## config.mk

```make
export PLATFORM = sky130hd
export DESIGN_NAME = apb_req_arbiter
export DESIGN_NICKNAME = d
export VERILOG_FILES = /design/src/rtl/apb_req_arbiter.sv
export SDC_FILE = /design/constraint.sdc
export NUM_CORES = 1
export LEC_CHECK = 0
export ABC_AREA = 0
export CORE_ASPECT_RATIO = 0.6
export CORE_MARGIN = 5
export CORE_UTILIZATION = 33
export CTS_CLUSTER_SIZE = 12
export DETAILED_ROUTE_END_ITERATION = 16
export MAX_ROUTING_LAYER = met4
export PLACE_DENSITY_LB_ADDON = 0.12
export SYNTH_ARGS = -nofsm -noshare
export SYNTH_HDL_FRONTEND = slang
export SYNTH_SLANG_ARGS = --single-unit
```

## constraint.sdc

```tcl
create_clock -name clk -period 3.14 [get_ports clk]
set_input_delay 0.471 -clock clk [delete_from_list [all_inputs] [get_ports clk]]
set_output_delay 0.471 -clock clk [all_outputs]
set_load 0.01 [all_outputs]
```

## src/rtl/apb_req_arbiter.sv

```systemverilog
// Round-robin arbiter sharing one apb_master request/response port between
// NUM_REQ requesters. One transaction outstanding; grant held until response.
//
// Ports:
//   clk, resetn          clock, async active-low reset
//   up_req_valid/ready   per-requester request handshake
//   up_req_addr/wdata    flattened 32-bit fields, requester i at [32i+:32]
//   up_req_write         per-requester direction (1 = write)
//   up_resp_done         one-cycle response pulse to the granted requester
//   up_resp_rdata/err    response data / timeout flag, valid with done
//   req_valid/ready      request handshake to apb_master
//   req_addr/wdata/write request fields to apb_master
//   resp_rdata/done      completion from apb_master
module apb_req_arbiter #(
    parameter int NUM_REQ        = 2,
    parameter int TIMEOUT_CYCLES = 256
) (
    input  logic                  clk,
    input  logic                  resetn,
    input  logic [NUM_REQ-1:0]    up_req_valid,
    output logic [NUM_REQ-1:0]    up_req_ready,
    input  logic [NUM_REQ*32-1:0] up_req_addr,
    input  logic [NUM_REQ*32-1:0] up_req_wdata,
    input  logic [NUM_REQ-1:0]    up_req_write,
    output logic [NUM_REQ-1:0]    up_resp_done,
    output logic [31:0]           up_resp_rdata,
    output logic                  up_resp_err,
    output logic                  req_valid,
    input  logic                  req_ready,
    output logic [31:0]           req_addr,
    output logic [31:0]           req_wdata,
    output logic                  req_write,
    input  logic [31:0]           resp_rdata,
    input  logic                  resp_done
);

    localparam int GW = (NUM_REQ > 1) ? $clog2(NUM_REQ) : 1;
    localparam int CW = (TIMEOUT_CYCLES > 0) ? $clog2(TIMEOUT_CYCLES + 1) : 1;
    localparam int CEXP_I = (TIMEOUT_CYCLES > 0) ? TIMEOUT_CYCLES - 1 : 0;

    localparam logic [CW-1:0] CMAX  = CW'(TIMEOUT_CYCLES);
    localparam logic [CW-1:0] CEXP  = CW'(CEXP_I);
    localparam logic [GW-1:0] GLAST = GW'(NUM_REQ - 1);

    typedef enum logic [1:0] {
        S_IDLE,
        S_REQ,
        S_WAIT
    } state_t;

    state_t              r_state;
    logic [GW-1:0]       r_grant;
    logic [GW-1:0]       r_rr_ptr;
    logic [CW-1:0]       r_cnt;
    logic [NUM_REQ-1:0]  r_resp_done;
    logic [31:0]         r_resp_rdata;
    logic                r_resp_err;

    logic                w_found;
    logic [GW-1:0]       w_pick;
    int                  w_idx;
    logic [GW-1:0]       w_next_ptr;
    logic                w_timeout;
    logic                w_in_req;
    int                  w_sel;
    logic [NUM_REQ-1:0]  w_ready;

    // First valid requester at or after r_rr_ptr, wrapping around.
    always_comb begin
        w_found = 1'b0;
        w_pick  = r_rr_ptr;
        w_idx   = 0;
        for (int k = 0; k < NUM_REQ; k++) begin
            w_idx = int'(r_rr_ptr) + k;
            if (w_idx >= NUM_REQ) begin
                w_idx = w_idx - NUM_REQ;
            end
            if (!w_found && up_req_valid[w_idx]) begin
                w_found = 1'b1;
                w_pick  = GW'(w_idx);
            end
        end
    end

    assign w_next_ptr = (r_grant == GLAST) ? '0 : r_grant + 1'b1;
    assign w_timeout  = (TIMEOUT_CYCLES != 0) && (r_cnt == CEXP);
    assign w_in_req   = (r_state == S_REQ);
    assign w_sel      = int'(r_grant);

    always_ff @(posedge clk or negedge resetn) begin
        if (!resetn) begin
            r_state      <= S_IDLE;
            r_grant      <= '0;
            r_rr_ptr     <= '0;
            r_cnt        <= '0;
            r_resp_done  <= '0;
            r_resp_rdata <= '0;
            r_resp_err   <= 1'b0;
        end else begin
            // Response outputs are single-cycle pulses.
            r_resp_done  <= '0;
            r_resp_rdata <= '0;
            r_resp_err   <= 1'b0;
            unique case (r_state)
                S_IDLE: begin
                    if (w_found) begin
                        r_grant <= w_pick;
                        r_state <= S_REQ;
                    end
                end
                S_REQ: begin
                    if (req_ready) begin
                        r_cnt   <= '0;
                        r_state <= S_WAIT;
                    end
                end
                S_WAIT: begin
                    if (r_cnt != CMAX) begin
                        r_cnt <= r_cnt + 1'b1;
                    end
                    // A real response beats a coincident timeout.
                    if (resp_done) begin
                        r_resp_done[r_grant] <= 1'b1;
                        r_resp_rdata         <= resp_rdata;
                        r_rr_ptr             <= w_next_ptr;
                        r_state              <= S_IDLE;
                    end else if (w_timeout) begin
                        r_resp_done[r_grant] <= 1'b1;
                        r_resp_err           <= 1'b1;
                        r_rr_ptr             <= w_next_ptr;
                        r_state              <= S_IDLE;
                    end
                end
                default: begin
                    r_state <= S_IDLE;
                end
            endcase
        end
    end

    always_comb begin
        w_ready = '0;
        if (w_in_req) begin
            w_ready[r_grant] = req_ready;
        end
    end

    assign up_req_ready  = w_ready;
    assign req_valid     = w_in_req;
    assign req_addr      = w_in_req ? up_req_addr[w_sel*32 +: 32] : '0;
    assign req_wdata     = w_in_req ? up_req_wdata[w_sel*32 +: 32] : '0;
    assign req_write     = w_in_req & up_req_write[r_grant];
    assign up_resp_done  = r_resp_done;
    assign up_resp_rdata = r_resp_rdata;
    assign up_resp_err   = r_resp_err;

endmodule
```

## Word level (Yosys, flattened, before mapping)

Cells that the tools add are included.

| word-level totals | value |
|---|---|
| register bits after elaboration | 48 |
| bits of input ports | 168 |
| output and inout bits | 103 |

| operators by class | value |
|---|---|
| add/sub/neg operators | 5 |
| order comparisons | 6 |
| eq/ne operators | 8 |
| shifts and indexed selects | 2 |
| mux-type cells | 38 |
| bitwise operators | 2 |
| reductions and logical operators | 10 |

Operators with widths:

| operator | number |
|---|---|
| 32-bit 2-to-1 mux | 6 |
| 64-bit by 7-bit variable part select with 32-bit output | 2 |
| 32-bit by 3-bit < comparator with 1-bit output (second input constant) | 2 |
| 1-bit 2-to-1 mux | 19 |
| 9-bit 2-to-1 mux | 2 |
| 9-bit one-hot mux with 2 select lines | 1 |
| 2-bit 2-to-1 mux | 8 |
| 9-bit by 1-bit adder with 9-bit output (second input constant) | 1 |
| 9-bit by 8-bit == test with 1-bit output (second input constant) | 1 |
| 9-bit inequality test (second input constant) | 1 |
| 2-bit inequality test (second input constant) | 3 |
| 2-bit one-hot mux with 3 select lines | 1 |
| 3-bit AND reduction | 2 |
| 2-bit AND reduction | 2 |
| 2-bit nonzero test | 2 |
| 3-bit inequality test (second input constant) | 1 |
| 1-bit by 2-bit subtractor with 3-bit output (second input constant) | 1 |
| 2-bit by 2-bit subtractor with 3-bit output (second input constant) | 1 |
| 1-bit by 1-bit adder with 2-bit output (second input constant) | 1 |
| 2-bit bitwise AND | 1 |
| 2-bit by 1-bit == test with 1-bit output (second input constant) | 1 |
| 2-bit == test (second input constant) | 1 |
| 1-bit by 2-bit greater-or-equal comparator with 1-bit output (second input constant) | 1 |
| 2-bit greater-or-equal comparator (second input constant) | 1 |
| other kinds (8) | 9 |

## Depth between registers and ports, before layout

| logic depth | value |
|---|---|
| depth in word-level cells | 11 |
| depth in mapped cells | 7 |

## Worst setup path before layout

Ideal clock, no wire load.

| timing path | value |
|---|---|
| kind | reg-to-output |
| start point | register r_grant |
| end point | output req_wdata[25] |
| arrival | 1132 ps |
| data required time | 2669 ps |
| slack | 1537 ps |
| cell stages (with the launch flop) | 6 |
| cells stage by stage | dfrtp_1 -> buf_2 -> buf_4 -> buf_2 -> mux2i_1 -> nor2_1 |

| on the way | value |
|---|---|
| word-level cells in the longest chain between the ends | 2 |

RTL lines:

| element | line | source |
|---|---|---|
| start, declared | 52 | `logic [GW-1:0] r_grant;` |
| start signal, assigned | 107 | `r_grant <= w_pick;` |
| 64-bit by 7-bit variable part select with 32-bit output | 151 | `assign req_wdata = w_in_req ? up_req_wdata[w_sel*32 +: 32] : '0;` |
| 32-bit 2-to-1 mux | 151 |  |
| end, declared | 31 | `output logic [31:0] req_wdata,` |

No other way between the ends.

## Worst setup path after layout

| timing path | value |
|---|---|
| start point | register r_state[1] |
| end point | output req_addr[18] |

| on the way | value |
|---|---|
| word-level cells in the longest chain between the ends | 2 |

RTL lines:

| element | line | source |
|---|---|---|
| start, declared | 51 | `state_t r_state;` |
| start signal, assigned | 92 | `r_state <= S_IDLE;` |
| start signal, assigned | 108 | `r_state <= S_REQ;` |
| start signal, assigned | 114 | `r_state <= S_WAIT;` |
| 2-bit by 1-bit == test with 1-bit output | 87 | `assign w_in_req = (r_state == S_REQ);` |
| 32-bit 2-to-1 mux | 150 | `assign req_addr = w_in_req ? up_req_addr[w_sel*32 +: 32] : '0;` |
| end, declared | 30 | `output logic [31:0] req_addr,` |

No other way between the ends.

==> flow_summary.yaml <==
outcome:
  status: "finished clean"
place:
  place_congestion: 0.933
  place_inst: 664
  dpl.hpwl_um: 10100
  place_area_um2: 5610
  port_buffers: 270
synth:
  synth_cell_type_count: 30
  synth_edf_count: 0
  synthTopCellsByArea: "dfrtp_1 (43%), mux2i_1 (25%), nor2_1 (9.5%)"
  ys_ff_latch: 48
  ys_warn_count: 0
  syn_nets: 470
  syn_area_um2: 2810
  yosysTopAreaCellShare_pct: 42.7
  synth_top_flop_cell: "dfrtp_1"
  async_flop_share_pct: 100
  yosysTopAreaCell: "dfrtp_1"
  syn_avg_cell_area_um2: 9.41
  ys_seq_area_share_pct: 42.7
  synthCells: 299
sta:
  max_freq_ghz: 0.353
  slew_headroom_pct: 38.8
  worst_pin_slew_ns: 0.918
  setup_violations: 0
  rsz0062_at_grt: "no"
  fin_tns_setup_ns: 0
  skew_ns: 0.00338
  period_share_pct: 90.2
  hold_violations: 0
  slew_violations: 0
  period_minus_slack_ns: 2.83
global_routing:
  grt_max_degree: 38
  track_usage_pct: 22.3
  grt_pass1_wl_um: 17500
  grt_pass1_vias: 3245
  grt_antenna_before_repair: 0
  grt-ovfl-total: 0
layout:
  final_cell_mix: "clkdlybuf4s50_1 (269), nor2_1 (71), mux2i_1 (69)"
  syn2layout_area_growth_pct: 106
  ff_latch_area_um2: 1200
  multi_input_area_um2: 1490
  antenna_cells: 0
  drive_gt1_share_pct: 3.04
  fin_util_pct: 68.8
  final_common_cell: "clkdlybuf4s50_1"
  final_cell_area_um2: 5800
  final_cells: 672
  fin_nets: 730
  fill_cells: 684
setup_path:
  criticalPathCategory: "reg -> out"
  cp-end-kind: "output port"
  crit_fanout: 36
  worstPathArrival_ns: 2.36
  crit_required_ns: 2.67
  ff2ff_setup_slack_ns: 1.34
  critPathLaunchType: "flip-flop"
power_and_ir_drop:
  p_switching_uw: 1410
  pwr-share-clk_pct: 17.8
  p_sw_share_pct: 36.3
  seqPwrFrac_pct: 21.2
  power_density_nw_per_um2: 668
  leakage_uw: 0.00263
  p_int_uw: 2470
  vdd_ir_drop_max_v: 0.000386
  combPwrFrac_pct: 61.1
cts:
  path_clk_slew_ns: 0.06
  postCtsHoldBufs: 0
  root_buffer: "clkbuf_16"
  clock_latency_ns: 0.29
  cts_setup_buffers: 0
  numClockSinks: 48
  cts_resized: 0
  cts_max_path_buffers: 2
  cts_tree: "built"
  cts_buffers: 5
  htreeDepth: 2
route:
  via_per_inst: 4.73
  drcViolationCount: 0
  routed_wl_um: 12200
  drtIter0Drc: 201
  vias: 3177
  dr.pass1.iters: 4
  ant_nets: 0
  wire_per_inst_um: 18.2
die:
  ios: 271
  die_h_um: 81.5
  die-area_um2: 10500
  rows: 26
  core_area_um2: 8430
  fp.dieW_um: 129
  start_util_pct: 33.4
min_path:
  hold_path.class: "in -> async"
run:
  cap_viol_max_count: 0
==> flip-flops by register name, summed over array words and instances, names as in the netlist <==
register / flops
r_rr_ptr: 1
up_resp_rdata: 32
up_resp_done: 2
r_cnt: 9
up_resp_err: 1
r_state: 2
r_grant: 1
==> final timing paths <==
| kind | startpoint | end | cells past startpoint |
|---|---|---|---|
| setup / recovery | r_state[1]$_DFFE_PN0P_ | req_addr[18] | 4 |
| hold / removal | resetn | up_resp_rdata[13]$_DFF_PN0_ | 1 |
| setup reg to reg | r_state[0]$_DFFE_PN0P_ | r_cnt[4]$_DFFE_PN0P_ | 3 |
| hold reg to reg | r_state[1]$_DFFE_PN0P_ | r_state[0]$_DFFE_PN0P_ | 1 |
| max in group asynchronous | resetn | up_resp_rdata[29]$_DFF_PN0_ | 2 |
| min in group clk | r_state[1]$_DFFE_PN0P_ | r_state[0]$_DFFE_PN0P_ | 1 |
==> power by group through the flow <==
stage	clock, uW	combinational [uW]	sequential [uW]
floorplan	0	1200	771
global placement	0	2360	826
detailed placement	0	2380	833
CTS	704	2390	822
global route	737	2550	835
finish	689	2370	821
==> cells by family after synthesis <==
kind of cell               after synthesis  synth area share (%)
AOI/OAI and AO/OA                       15                  3.29
adders and majority gates                3                  1.33
buffers and inverters                   27                  4.31
DFF                                     48                  42.7
muxes                                   70                  24.9
and+or+nand+nor                        136                  23.4
==> metrics by stage <==
step	total power [uW]	hold WS (ns)	worst slack (ns)
3_3_place_gp	3180	0.504	0.634
2_1_floorplan	1970	0.175	1.54
3_5_place_dp	3210	0.512	0.583
4_1_cts	3920	0.305	0.267
5_1_grt	4130	0.352	0.153
6_report	3880	0.273	0.307
==> synthesized netlist by cell type, types with 3 or more instances <==
cell       n
nor2_1    71
mux2i_1   69
dfrtp_1   48
and3_1    33
buf_2     13
clkbuf_1   8
nand2_1    7
nand3_1    6
a21oi_1    5
inv_1      5
ha_1       3
nand2b_1   3
nor3_1     3
o21ai_0    3
==> layout make-up <==
class	instances	area share, %
tap	112	2.42
sequential	48	20.8
timing repair buffer	275	47.4
multi-input combinational	224	25.8
clock buffer	5	2.16
inverter	5	0.324
clock inverter	3	1.19
==> critical path: stages (launching register included) <==
cell and delay [ns]:
dfrtp_1 0.43, nand2b_2 0.47, buf_4 0.39, nor2_1 0.20, clkdlybuf4s50_1 0.56
==> routing by layer <==
metal / up-vias / global-route usage, % / share of wire [%] / wire length [um]
met1: 1475 / 27.0 / 39 / 4790
li1: 1550 / - / - / -
met4: 0 / 4.82 / 2.0 / 240
met5: - / - / 0 / 0
met3: 17 / 5.78 / 7.3 / 892
met2: 135 / 37.9 / 52 / 6330
(Power assumes the default switching activity.)
